**src/rtl/pl_instruction_decode_if.sv**
```systemverilog
// Decode-stage bus: upstream handshake, write-back port, flush and the
// registered ID/EX payload with its downstream handshake.
interface pl_instruction_decode_if;
   logic        flush;
   logic        in_valid;
   logic        in_ready;
   logic [31:0] in_pc;
   logic [31:0] in_pc_next;
   logic [31:0] in_instruction;
   logic        wb_reg_we;
   logic [4:0]  wb_rd;
   logic [31:0] wb_data;
   logic        out_valid;
   logic        out_ready;
   logic [31:0] out_pc;
   logic [31:0] out_pc_next;
   logic [31:0] out_immediate;
   logic [31:0] out_pc_adder_result;
   logic [31:0] out_rs1_data;
   logic [31:0] out_rs2_data;
   logic [4:0]  out_rs1;
   logic [4:0]  out_rs2;
   logic [4:0]  out_rd;
   logic [3:0]  out_alu_op;
   logic [2:0]  out_cmp_op;
   logic [1:0]  out_mem_op;
   logic [2:0]  out_mem_sel;
   logic [1:0]  out_wb_sel;
   logic        out_reg_we;
   logic        out_alu_data1_sel;
   logic        out_alu_data2_sel;
   logic        out_branch_jump;
   logic        out_illegal;

   modport slave (
      input  flush, in_valid, in_pc, in_pc_next, in_instruction,
      input  wb_reg_we, wb_rd, wb_data, out_ready,
      output in_ready, out_valid, out_pc, out_pc_next, out_immediate,
      output out_pc_adder_result, out_rs1_data, out_rs2_data,
      output out_rs1, out_rs2, out_rd, out_alu_op, out_cmp_op, out_mem_op,
      output out_mem_sel, out_wb_sel, out_reg_we, out_alu_data1_sel,
      output out_alu_data2_sel, out_branch_jump, out_illegal
   );

   modport master (
      output flush, in_valid, in_pc, in_pc_next, in_instruction,
      output wb_reg_we, wb_rd, wb_data, out_ready,
      input  in_ready, out_valid, out_pc, out_pc_next, out_immediate,
      input  out_pc_adder_result, out_rs1_data, out_rs2_data,
      input  out_rs1, out_rs2, out_rd, out_alu_op, out_cmp_op, out_mem_op,
      input  out_mem_sel, out_wb_sel, out_reg_we, out_alu_data1_sel,
      input  out_alu_data2_sel, out_branch_jump, out_illegal
   );
endinterface

```
**src/rtl/pl_instruction_decode.sv**
```systemverilog
// RV32I/RV32E decode stage: field decode, register file with write-back
// bypass, load-use hazard detection and the ID/EX pipeline register.
module pl_instruction_decode #(
   parameter int NUM_REGS  = 32,
   parameter int BYPASS_EN = 1,
   parameter int HAZARD_EN = 1
) (
   input logic clk,
   input logic rst,
   pl_instruction_decode_if.slave bus
);
   localparam int         RW   = $clog2(NUM_REGS);
   localparam logic [5:0] NREG = 6'(NUM_REGS);

   localparam logic [6:0] OP_LUI    = 7'b0110111;
   localparam logic [6:0] OP_AUIPC  = 7'b0010111;
   localparam logic [6:0] OP_JAL    = 7'b1101111;
   localparam logic [6:0] OP_JALR   = 7'b1100111;
   localparam logic [6:0] OP_BRANCH = 7'b1100011;
   localparam logic [6:0] OP_LOAD   = 7'b0000011;
   localparam logic [6:0] OP_STORE  = 7'b0100011;
   localparam logic [6:0] OP_IMM    = 7'b0010011;
   localparam logic [6:0] OP_REG    = 7'b0110011;

   // cmp_op reuses branch funct3; 010/011 are free for "never" and "always"
   localparam logic [3:0] ALU_PASS_B = 4'b1111;
   localparam logic [2:0] CMP_NONE   = 3'b010;
   localparam logic [2:0] CMP_ALWAYS = 3'b011;
   localparam logic [1:0] MEM_LOAD   = 2'b01;
   localparam logic [1:0] MEM_STORE  = 2'b10;
   localparam logic [1:0] WB_MEM     = 2'b01;
   localparam logic [1:0] WB_PC4     = 2'b10;

   typedef struct packed {
      logic [31:0] pc;
      logic [31:0] pc_next;
      logic [31:0] imm;
      logic [31:0] pc_sum;
      logic [31:0] rs1_data;
      logic [31:0] rs2_data;
      logic [4:0]  rs1;
      logic [4:0]  rs2;
      logic [4:0]  rd;
      logic [3:0]  alu_op;
      logic [2:0]  cmp_op;
      logic [1:0]  mem_op;
      logic [2:0]  mem_sel;
      logic [1:0]  wb_sel;
      logic        reg_we;
      logic        alu_d1_sel;
      logic        alu_d2_sel;
      logic        branch_jump;
      logic        illegal;
   } idex_t;

   idex_t              dec_p0;
   idex_t              ex_p1;
   logic               vld_p1;
   logic [31:0]        rf [NUM_REGS];
   logic [31:0]        ins_p0;
   logic [4:0]         rs1_p0, rs2_p0, rd_p0;
   logic [2:0]         f3_p0;
   logic signed [31:0] imm_p0;
   logic [31:0]        stored1_p0, stored2_p0;
   logic               hazard, advance, accept;

   function automatic logic idx_legal(input logic [4:0] idx);
      return {1'b0, idx} < NREG;
   endfunction

   function automatic logic [31:0] read_operand(input logic [4:0] idx, input logic [31:0] stored,
                                                input logic wb_we, input logic [4:0] wb_idx,
                                                input logic [31:0] wb_val);
      if (!idx_legal(idx) || idx == 5'd0) return '0;
      if (BYPASS_EN != 0 && wb_we && wb_idx == idx) return wb_val;
      return stored;
   endfunction

   function automatic logic signed [31:0] imm_decode(input logic [31:0] ins);
      case (ins[6:0])
         OP_LUI, OP_AUIPC: return $signed({ins[31:12], 12'd0});
         OP_JAL:           return $signed({{12{ins[31]}}, ins[19:12], ins[20], ins[30:21], 1'b0});
         OP_BRANCH:        return $signed({{20{ins[31]}}, ins[7], ins[30:25], ins[11:8], 1'b0});
         OP_STORE:         return $signed({{21{ins[31]}}, ins[30:25], ins[11:7]});
         OP_JALR, OP_LOAD, OP_IMM: return $signed({{21{ins[31]}}, ins[30:20]});
         default:          return '0;
      endcase
   endfunction

   assign ins_p0     = bus.in_instruction;
   assign rs1_p0     = ins_p0[19:15];
   assign rs2_p0     = ins_p0[24:20];
   assign rd_p0      = ins_p0[11:7];
   assign f3_p0      = ins_p0[14:12];
   assign imm_p0     = imm_decode(ins_p0);
   assign stored1_p0 = rf[rs1_p0[RW-1:0]];
   assign stored2_p0 = rf[rs2_p0[RW-1:0]];

   // Stage p0: combinational decode and operand read
   always_comb begin
      dec_p0          = '0;
      dec_p0.pc       = bus.in_pc;
      dec_p0.pc_next  = bus.in_pc_next;
      dec_p0.imm      = $unsigned(imm_p0);
      dec_p0.pc_sum   = bus.in_pc + $unsigned(imm_p0);
      dec_p0.rs1      = rs1_p0;
      dec_p0.rs2      = rs2_p0;
      dec_p0.rd       = rd_p0;
      dec_p0.rs1_data = read_operand(rs1_p0, stored1_p0, bus.wb_reg_we, bus.wb_rd, bus.wb_data);
      dec_p0.rs2_data = read_operand(rs2_p0, stored2_p0, bus.wb_reg_we, bus.wb_rd, bus.wb_data);
      dec_p0.illegal  = !(idx_legal(rs1_p0) && idx_legal(rs2_p0) && idx_legal(rd_p0));
      dec_p0.cmp_op   = CMP_NONE;
      case (ins_p0[6:0])
         OP_LUI:    begin dec_p0.reg_we = 1'b1; dec_p0.alu_op = ALU_PASS_B; dec_p0.alu_d2_sel = 1'b1; end
         OP_AUIPC:  begin dec_p0.reg_we = 1'b1; dec_p0.alu_d1_sel = 1'b1; dec_p0.alu_d2_sel = 1'b1; end
         OP_JAL: begin
            dec_p0.reg_we      = 1'b1;
            dec_p0.alu_d1_sel  = 1'b1;
            dec_p0.alu_d2_sel  = 1'b1;
            dec_p0.wb_sel      = WB_PC4;
            dec_p0.branch_jump = 1'b1;
            dec_p0.cmp_op      = CMP_ALWAYS;
         end
         OP_JALR: begin
            dec_p0.reg_we      = 1'b1;
            dec_p0.alu_d2_sel  = 1'b1;
            dec_p0.wb_sel      = WB_PC4;
            dec_p0.branch_jump = 1'b1;
            dec_p0.cmp_op      = CMP_ALWAYS;
         end
         OP_BRANCH: begin
            dec_p0.alu_d1_sel  = 1'b1;
            dec_p0.alu_d2_sel  = 1'b1;
            dec_p0.branch_jump = 1'b1;
            dec_p0.cmp_op      = f3_p0;
         end
         OP_LOAD: begin
            dec_p0.reg_we     = 1'b1;
            dec_p0.alu_d2_sel = 1'b1;
            dec_p0.mem_op     = MEM_LOAD;
            dec_p0.mem_sel    = f3_p0;
            dec_p0.wb_sel     = WB_MEM;
         end
         OP_STORE:  begin dec_p0.alu_d2_sel = 1'b1; dec_p0.mem_op = MEM_STORE; dec_p0.mem_sel = f3_p0; end
         OP_IMM: begin
            dec_p0.reg_we     = 1'b1;
            dec_p0.alu_d2_sel = 1'b1;
            dec_p0.alu_op     = {f3_p0 == 3'b101 && ins_p0[30], f3_p0};
         end
         OP_REG:    begin dec_p0.reg_we = 1'b1; dec_p0.alu_op = {ins_p0[30], f3_p0}; end
         default:   ;
      endcase
      if (dec_p0.illegal) dec_p0.reg_we = 1'b0;
   end

   // Hazard is conservative: any rs field match, whether or not the format reads it
   assign hazard  = (HAZARD_EN != 0) && vld_p1 && ex_p1.mem_op == MEM_LOAD && ex_p1.rd != 5'd0 &&
                    (ex_p1.rd == rs1_p0 || ex_p1.rd == rs2_p0);
   assign advance = !vld_p1 || bus.out_ready;
   assign bus.in_ready = !rst && !bus.flush && !hazard && advance;
   assign accept  = bus.in_valid && bus.in_ready;

   always_ff @(posedge clk or posedge rst) begin
      if (rst) begin
         for (int i = 0; i < NUM_REGS; i++) rf[i] <= '0;
      end else if (bus.wb_reg_we && bus.wb_rd != 5'd0 && idx_legal(bus.wb_rd)) begin
         rf[bus.wb_rd[RW-1:0]] <= bus.wb_data;
      end
   end

   // Stage p1: ID/EX register; a bubble or flush leaves stale payload behind
   always_ff @(posedge clk or posedge rst) begin
      if (rst) begin
         vld_p1 <= 1'b0;
      end else if (bus.flush) begin
         vld_p1 <= 1'b0;
      end else if (advance) begin
         vld_p1 <= accept;
      end
   end

   always_ff @(posedge clk or posedge rst) begin
      if (rst) begin
         ex_p1 <= '0;
      end else if (accept) begin
         ex_p1 <= dec_p0;
      end
   end

   assign bus.out_valid           = vld_p1;
   assign bus.out_pc              = ex_p1.pc;
   assign bus.out_pc_next         = ex_p1.pc_next;
   assign bus.out_immediate       = ex_p1.imm;
   assign bus.out_pc_adder_result = ex_p1.pc_sum;
   assign bus.out_rs1_data        = ex_p1.rs1_data;
   assign bus.out_rs2_data        = ex_p1.rs2_data;
   assign bus.out_rs1             = ex_p1.rs1;
   assign bus.out_rs2             = ex_p1.rs2;
   assign bus.out_rd              = ex_p1.rd;
   assign bus.out_alu_op          = ex_p1.alu_op;
   assign bus.out_cmp_op          = ex_p1.cmp_op;
   assign bus.out_mem_op          = ex_p1.mem_op;
   assign bus.out_mem_sel         = ex_p1.mem_sel;
   assign bus.out_wb_sel          = ex_p1.wb_sel;
   assign bus.out_reg_we          = ex_p1.reg_we;
   assign bus.out_alu_data1_sel   = ex_p1.alu_d1_sel;
   assign bus.out_alu_data2_sel   = ex_p1.alu_d2_sel;
   assign bus.out_branch_jump     = ex_p1.branch_jump;
   assign bus.out_illegal         = ex_p1.illegal;
endmodule

```
**src/flat_wrapper.sv**
```systemverilog
// flat-port wrapper written by rule: the top's interface ports become plain ports
module pl_instruction_decode_flat 
#(
   parameter int NUM_REGS  = 32,
   parameter int BYPASS_EN = 1,
   parameter int HAZARD_EN = 1
)
  (clk, rst, bus_flush, bus_in_valid, bus_in_pc, bus_in_pc_next, bus_in_instruction, bus_wb_reg_we, bus_wb_rd, bus_wb_data, bus_out_ready, bus_in_ready, bus_out_valid, bus_out_pc, bus_out_pc_next, bus_out_immediate, bus_out_pc_adder_result, bus_out_rs1_data, bus_out_rs2_data, bus_out_rs1, bus_out_rs2, bus_out_rd, bus_out_alu_op, bus_out_cmp_op, bus_out_mem_op, bus_out_mem_sel, bus_out_wb_sel, bus_out_reg_we, bus_out_alu_data1_sel, bus_out_alu_data2_sel, bus_out_branch_jump, bus_out_illegal);
  pl_instruction_decode_if bus_i ();
  input logic clk;
  input logic rst;
  input wire logic [$bits(bus_i.flush)-1:0] bus_flush;
  input wire logic [$bits(bus_i.in_valid)-1:0] bus_in_valid;
  input wire logic [$bits(bus_i.in_pc)-1:0] bus_in_pc;
  input wire logic [$bits(bus_i.in_pc_next)-1:0] bus_in_pc_next;
  input wire logic [$bits(bus_i.in_instruction)-1:0] bus_in_instruction;
  input wire logic [$bits(bus_i.wb_reg_we)-1:0] bus_wb_reg_we;
  input wire logic [$bits(bus_i.wb_rd)-1:0] bus_wb_rd;
  input wire logic [$bits(bus_i.wb_data)-1:0] bus_wb_data;
  input wire logic [$bits(bus_i.out_ready)-1:0] bus_out_ready;
  output wire logic [$bits(bus_i.in_ready)-1:0] bus_in_ready;
  output wire logic [$bits(bus_i.out_valid)-1:0] bus_out_valid;
  output wire logic [$bits(bus_i.out_pc)-1:0] bus_out_pc;
  output wire logic [$bits(bus_i.out_pc_next)-1:0] bus_out_pc_next;
  output wire logic [$bits(bus_i.out_immediate)-1:0] bus_out_immediate;
  output wire logic [$bits(bus_i.out_pc_adder_result)-1:0] bus_out_pc_adder_result;
  output wire logic [$bits(bus_i.out_rs1_data)-1:0] bus_out_rs1_data;
  output wire logic [$bits(bus_i.out_rs2_data)-1:0] bus_out_rs2_data;
  output wire logic [$bits(bus_i.out_rs1)-1:0] bus_out_rs1;
  output wire logic [$bits(bus_i.out_rs2)-1:0] bus_out_rs2;
  output wire logic [$bits(bus_i.out_rd)-1:0] bus_out_rd;
  output wire logic [$bits(bus_i.out_alu_op)-1:0] bus_out_alu_op;
  output wire logic [$bits(bus_i.out_cmp_op)-1:0] bus_out_cmp_op;
  output wire logic [$bits(bus_i.out_mem_op)-1:0] bus_out_mem_op;
  output wire logic [$bits(bus_i.out_mem_sel)-1:0] bus_out_mem_sel;
  output wire logic [$bits(bus_i.out_wb_sel)-1:0] bus_out_wb_sel;
  output wire logic [$bits(bus_i.out_reg_we)-1:0] bus_out_reg_we;
  output wire logic [$bits(bus_i.out_alu_data1_sel)-1:0] bus_out_alu_data1_sel;
  output wire logic [$bits(bus_i.out_alu_data2_sel)-1:0] bus_out_alu_data2_sel;
  output wire logic [$bits(bus_i.out_branch_jump)-1:0] bus_out_branch_jump;
  output wire logic [$bits(bus_i.out_illegal)-1:0] bus_out_illegal;
  assign bus_i.flush = bus_flush;
  assign bus_i.in_valid = bus_in_valid;
  assign bus_i.in_pc = bus_in_pc;
  assign bus_i.in_pc_next = bus_in_pc_next;
  assign bus_i.in_instruction = bus_in_instruction;
  assign bus_i.wb_reg_we = bus_wb_reg_we;
  assign bus_i.wb_rd = bus_wb_rd;
  assign bus_i.wb_data = bus_wb_data;
  assign bus_i.out_ready = bus_out_ready;
  assign bus_in_ready = bus_i.in_ready;
  assign bus_out_valid = bus_i.out_valid;
  assign bus_out_pc = bus_i.out_pc;
  assign bus_out_pc_next = bus_i.out_pc_next;
  assign bus_out_immediate = bus_i.out_immediate;
  assign bus_out_pc_adder_result = bus_i.out_pc_adder_result;
  assign bus_out_rs1_data = bus_i.out_rs1_data;
  assign bus_out_rs2_data = bus_i.out_rs2_data;
  assign bus_out_rs1 = bus_i.out_rs1;
  assign bus_out_rs2 = bus_i.out_rs2;
  assign bus_out_rd = bus_i.out_rd;
  assign bus_out_alu_op = bus_i.out_alu_op;
  assign bus_out_cmp_op = bus_i.out_cmp_op;
  assign bus_out_mem_op = bus_i.out_mem_op;
  assign bus_out_mem_sel = bus_i.out_mem_sel;
  assign bus_out_wb_sel = bus_i.out_wb_sel;
  assign bus_out_reg_we = bus_i.out_reg_we;
  assign bus_out_alu_data1_sel = bus_i.out_alu_data1_sel;
  assign bus_out_alu_data2_sel = bus_i.out_alu_data2_sel;
  assign bus_out_branch_jump = bus_i.out_branch_jump;
  assign bus_out_illegal = bus_i.out_illegal;
  pl_instruction_decode #(.NUM_REGS(NUM_REGS), .BYPASS_EN(BYPASS_EN), .HAZARD_EN(HAZARD_EN)) u_core (.clk(clk), .rst(rst), .bus(bus_i));
endmodule
```
**config.mk**
```make
export PLATFORM = sky130hd
export DESIGN_NAME = pl_instruction_decode_flat
export DESIGN_NICKNAME = d
export VERILOG_FILES = /design/src/rtl/pl_instruction_decode_if.sv /design/src/rtl/pl_instruction_decode.sv /design/src/flat_wrapper.sv
export SDC_FILE = /design/constraint.sdc
export NUM_CORES = 2
export LEC_CHECK = 0
export ABC_AREA = 1
export ABC_CLOCK_PERIOD_IN_PS = 69200
export BUFFER_PORTS_ARGS = -buffer_cell sky130_fd_sc_hd__buf_4
export CORE_ASPECT_RATIO = 1.2
export CORE_MARGIN = 2
export CORE_UTILIZATION = 43
export DETAILED_ROUTE_END_ITERATION = 8
export HOLD_SLACK_MARGIN = 0.12
export SLEW_MARGIN = 15
export SYNTH_ARGS = -nofsm -noshare
export SYNTH_HDL_FRONTEND = slang
export SYNTH_SLANG_ARGS = --single-unit
```
**constraint.sdc**
```tcl
create_clock -name clk -period 69.2 [get_ports clk]
set_clock_uncertainty 0.2 [all_clocks]
set_input_delay 13.84 -clock clk [delete_from_list [all_inputs] [get_ports clk]]
set_output_delay 13.84 -clock clk [all_outputs]
set_load 0.1 [all_outputs]
```
==> summary.md <==
| Metric | Value |
|---|---|
| Switching share of power | `36.5%` |
| Yosys warning total | `0` |
| Final setup fails | `0` |
| DRT iter0 DRCs | `8213` |
| Count leader, synth | `nand2_1` |
| Post-DR wirelength/cell | `approximately 23 um` |
| Pin count of the biggest net entering global routing | `170` |
| Final setup TNS | `0 ns` |
| Area delta synth->final | `11.5%` |
| Seq/Total Area, Yosys | `44.4%` |
| Reg2Reg Depth | `14` |
| Port bufs | `between 300 and 400` |
| Worst-Margin Slew | `1.22 ns` |
| Top Metal Used | `met5` |
| Unique masters post-synth | `40` |
| Grt total ovfl | `0` |
| Final #Nets | `10300` |
| Synth top cells by count | `3980 x nand2_1, 1250 x dfrtp_1, 1134 x o21ai_0` |
| NetSw | `0.852 mW` |
| Total CTS buffers | `139` |
| Crit path DAT | `15.86 ns` |
| Reg2reg end | `u_core.bus.out_mem_op[0]` |
| Routability congestion estimate | `between 0.9 and 1` |
| Met2 routed WL | `128000 um` |
| Drt drc | `0` |
| Fin crit period | `29.90 ns` |
| Hold path startpoint | `u_core.rf[1010]` |
| Core box area | `163000 um^2` |
| Layout cell share with drive strength beyond 1 | `7.61%` |
| CP Launch Point | `bus_in_instruction[22]` |
| Synth area leaders | `dfrtp_1 44%, nand2_1 21%, o21ai_0 8.1%` |
| Synthesized area per cell | `6.87 um^2` |
| Crit. End Element | `output port` |
| Gate power share | `26.1%` |
| Yosys top cell area share | `44.4%` |
| Total GRT Usage | `33.7%` |
| Total Power | `2.34 mW` |
| Initial core utilization | `43.3%` |
| Crit path max fanout | `55` |
| Max IR drop VDD | `0.0227 mV` |
| RR Startpoint | `u_core.bus.out_rd[0]` |
| Cell Int Power | `1.48 mW` |
| Initial antenna violation count | `14` |
| Dpl ws | `about 39 ns` |
| Die Y | `447 um` |
| CTS tree | `built` |
| CP required | `55.16 ns` |
| Status | `completed` |
| Synthesized Nets | `10400` |
| Lkg Pwr | `between 40 and 50 nW` |
| Mapped Cells | `10300` |
| Row cnt | `162` |
| Hold Crit Class | `register to register` |
| # IOs | `367` |
| Vias | `69900` |
| Die ar. | `167000 um^2` |
| Slew margin rel. | `18.6%` |
| Register bit count reported by yosys | `roughly 1300` |
| Design Area, Final | `78600 um^2` |
| CTS sink cnt | `1250` |
| Max clock buf depth | `3` |
| Final setup margin | `39.30 ns` |
| Seq pwr share | `around 40%` |
| Clock root cell | `clkbuf_16` |
| Met1 wire length | `111000 um` |
| Period utilisation layout | `43.2%` |
| First-pass GRT wire length | `around 420000 um` |
| Largest area contributor in the netlist | `dfrtp_1` |
| Number of synthesized flops with an enable pin | `0` |
| Post-CTS Setup Inserts | `0` |
| Wire length on met3 | `25900 um` |
| Count of final hold-check violations | `0` |
| First-pass DRT Iterations | `6` |
| Post-Route WL | `286000 um` |
| H-tree Lvls | `4` |
| Post-synthesis cell area | `between 70000 and 80000 um^2` |
| Clock slew at reported path FFs | `0.06 ns` |
| Number of global-route vias before repair | `65100` |
| Max Freq | `0.0334 GHz` |
| Post-CTS Hold Fix Bufs | `0` |
| Power Dens Cells | `29.7 nW/um^2` |
| Hpwl dp | `~170000 um` |
| Antenna Nets Post-Route | `0` |
| Post_cts resized | `0` |
| RSZ-0062 raised after global routing | `false` |
| Max-slew violations | `0` |
| Max-cap violation count | `0` |
| Post-synth top flop | `dfrtp_1` |
| DR vias/cell | `5.67` |
| Die Width | `373 um` |
| Worst Hold Endpoint | `u_core.rf[1010]` |
| Crit path launch type | `input pin` |
| Clock Latency Late Sink | `0.82 ns` |
| FF-to-FF setup slack | `approximately 65 ns` |
| Placed instance area | `~74000 um^2` |
| Worst hold stages | `0` |
| Clock power share | `between 30 and 40%` |
| WS Path Type | `input pin to output port` |
| FFs w/ async S/R, synth | `100%` |
cells by family (layout without fill, tap and decap cells):
family	Yosys count	in the layout	share of synthesized area, %
xor gates and xnor gates	18	18	0.224
DFF	1250	1250	44.4
buffers and inverters	1769	1721	9.84
AOI/OAI and AO/OA	1775	1775	14.0
and+or+nand+nor	5405	5405	30.9
other	1	5	0.00532
adders and majority gates	32	32	0.579
through the flow:
| step | cells | util [%] | hold WS (ns) |
|---|---|---|---|
| finish | 12300 | 48.3 | 0.183 |
| global route | 12300 | 48.3 | 0.193 |
| CTS | 12300 | 48.3 | 0.182 |
| detailed placement | 12100 | 45.4 | 0.168 |
| global placement | 12100 | 45.4 | 0.166 |
| floorplan | 10300 | - | 0.229 |
layout make-up:
cell class / instances / area (um^2)
fill: 16300 / 84000
timing repair buffer: 487 / 3800
antenna: 4 / 10.0
sequential: 1250 / 31300
tap: 2132 / 2670
inverter: 989 / 3760
clock inverter: 40 / 526
multi-input combinational: 7231 / 32400
clock buffer: 205 / 4170
how the worst max path moves through the flow:
stage / slack, ns / to
final: 39.30 / bus_in_ready
after detailed placement: 39.35 / bus_in_ready
after floorplan: 19.94 / u_core.bus.out_alu_data1_sel
after global routing: 39.20 / bus_in_ready
after CTS: 39.35 / bus_in_ready
after global placement: 39.15 / bus_in_ready
registers in the layout, indices dropped and copies added (netlist names), 2 cells and up:
name	count
u_core.bus.out_immediate	32
u_core.bus.out_cmp_op	3
u_core.bus.out_pc_adder_result	32
u_core.bus.out_mem_sel	3
u_core.bus.out_pc_next	32
u_core.bus.out_wb_sel	2
u_core.bus.out_pc	32
u_core.bus.out_mem_op	2
u_core.rf	1024
u_core.bus.out_rs2_data	32
u_core.bus.out_rs1_data	32
u_core.bus.out_rs2	5
u_core.bus.out_rs1	5
u_core.bus.out_rd	5
u_core.bus.out_alu_op	4
layout by cell type, fill, tap and decap left out, types with 4 or more instances in the layout:
cell type and count:
clkbuf_8 25, clkbuf_1 32, o211ai_1 378, nor2_4 8
buf_4 473, ha_1 31, diode_2 4, o21ai_0 1134
a21oi_1 179, inv_1 964, nor3_1 21, bufinv_16 11
o21ai_1 62, clkbuf_16 148, inv_2 8, xnor2_1 16
nand2_2 25, inv_6 7, nor3_2 9, dfrtp_1 1250
nand2_1 3959, nand3_1 998, nand3b_1 18, inv_8 5
clkinv_1 9, o22ai_1 10, buf_12 9, clkinv_2 18
buf_8 4, or2_2 10, nor2_1 335, clkinvlp_4 5
nand4_1 10, o21bai_1 6
power by group through the flow:
stage          Clock [mW]  Sequential [mW]  Combinational (mW)
5_1_grt             0.818            0.960               0.672
2_1_floorplan           0             1.09               0.305
6_report            0.780            0.946               0.611
3_3_place_gp            0            0.950               0.595
4_1_cts             0.790            0.943               0.607
3_5_place_dp            0            0.955               0.605
critical path: stages:
cell and delay [ns]:
buf_6 0.52, inv_6 0.40, nand2_1 0.17, nand2_1 0.07
nor2_1 0.09, nand3_1 0.08, nand2_1 0.11, nand2_1 0.12
nand2_1 0.09, inv_1 0.04, buf_4 0.22
metal layers:
metal / up-vias / GRT usage [%]
li1: 32300 / -
met1: 33300 / 42.1
met2: 3530 / 53.2
met3: 833 / 6.50
met4: 10 / 22.2
met5: - / 0
No activity file was read; power rests on OpenSTA's default activity.
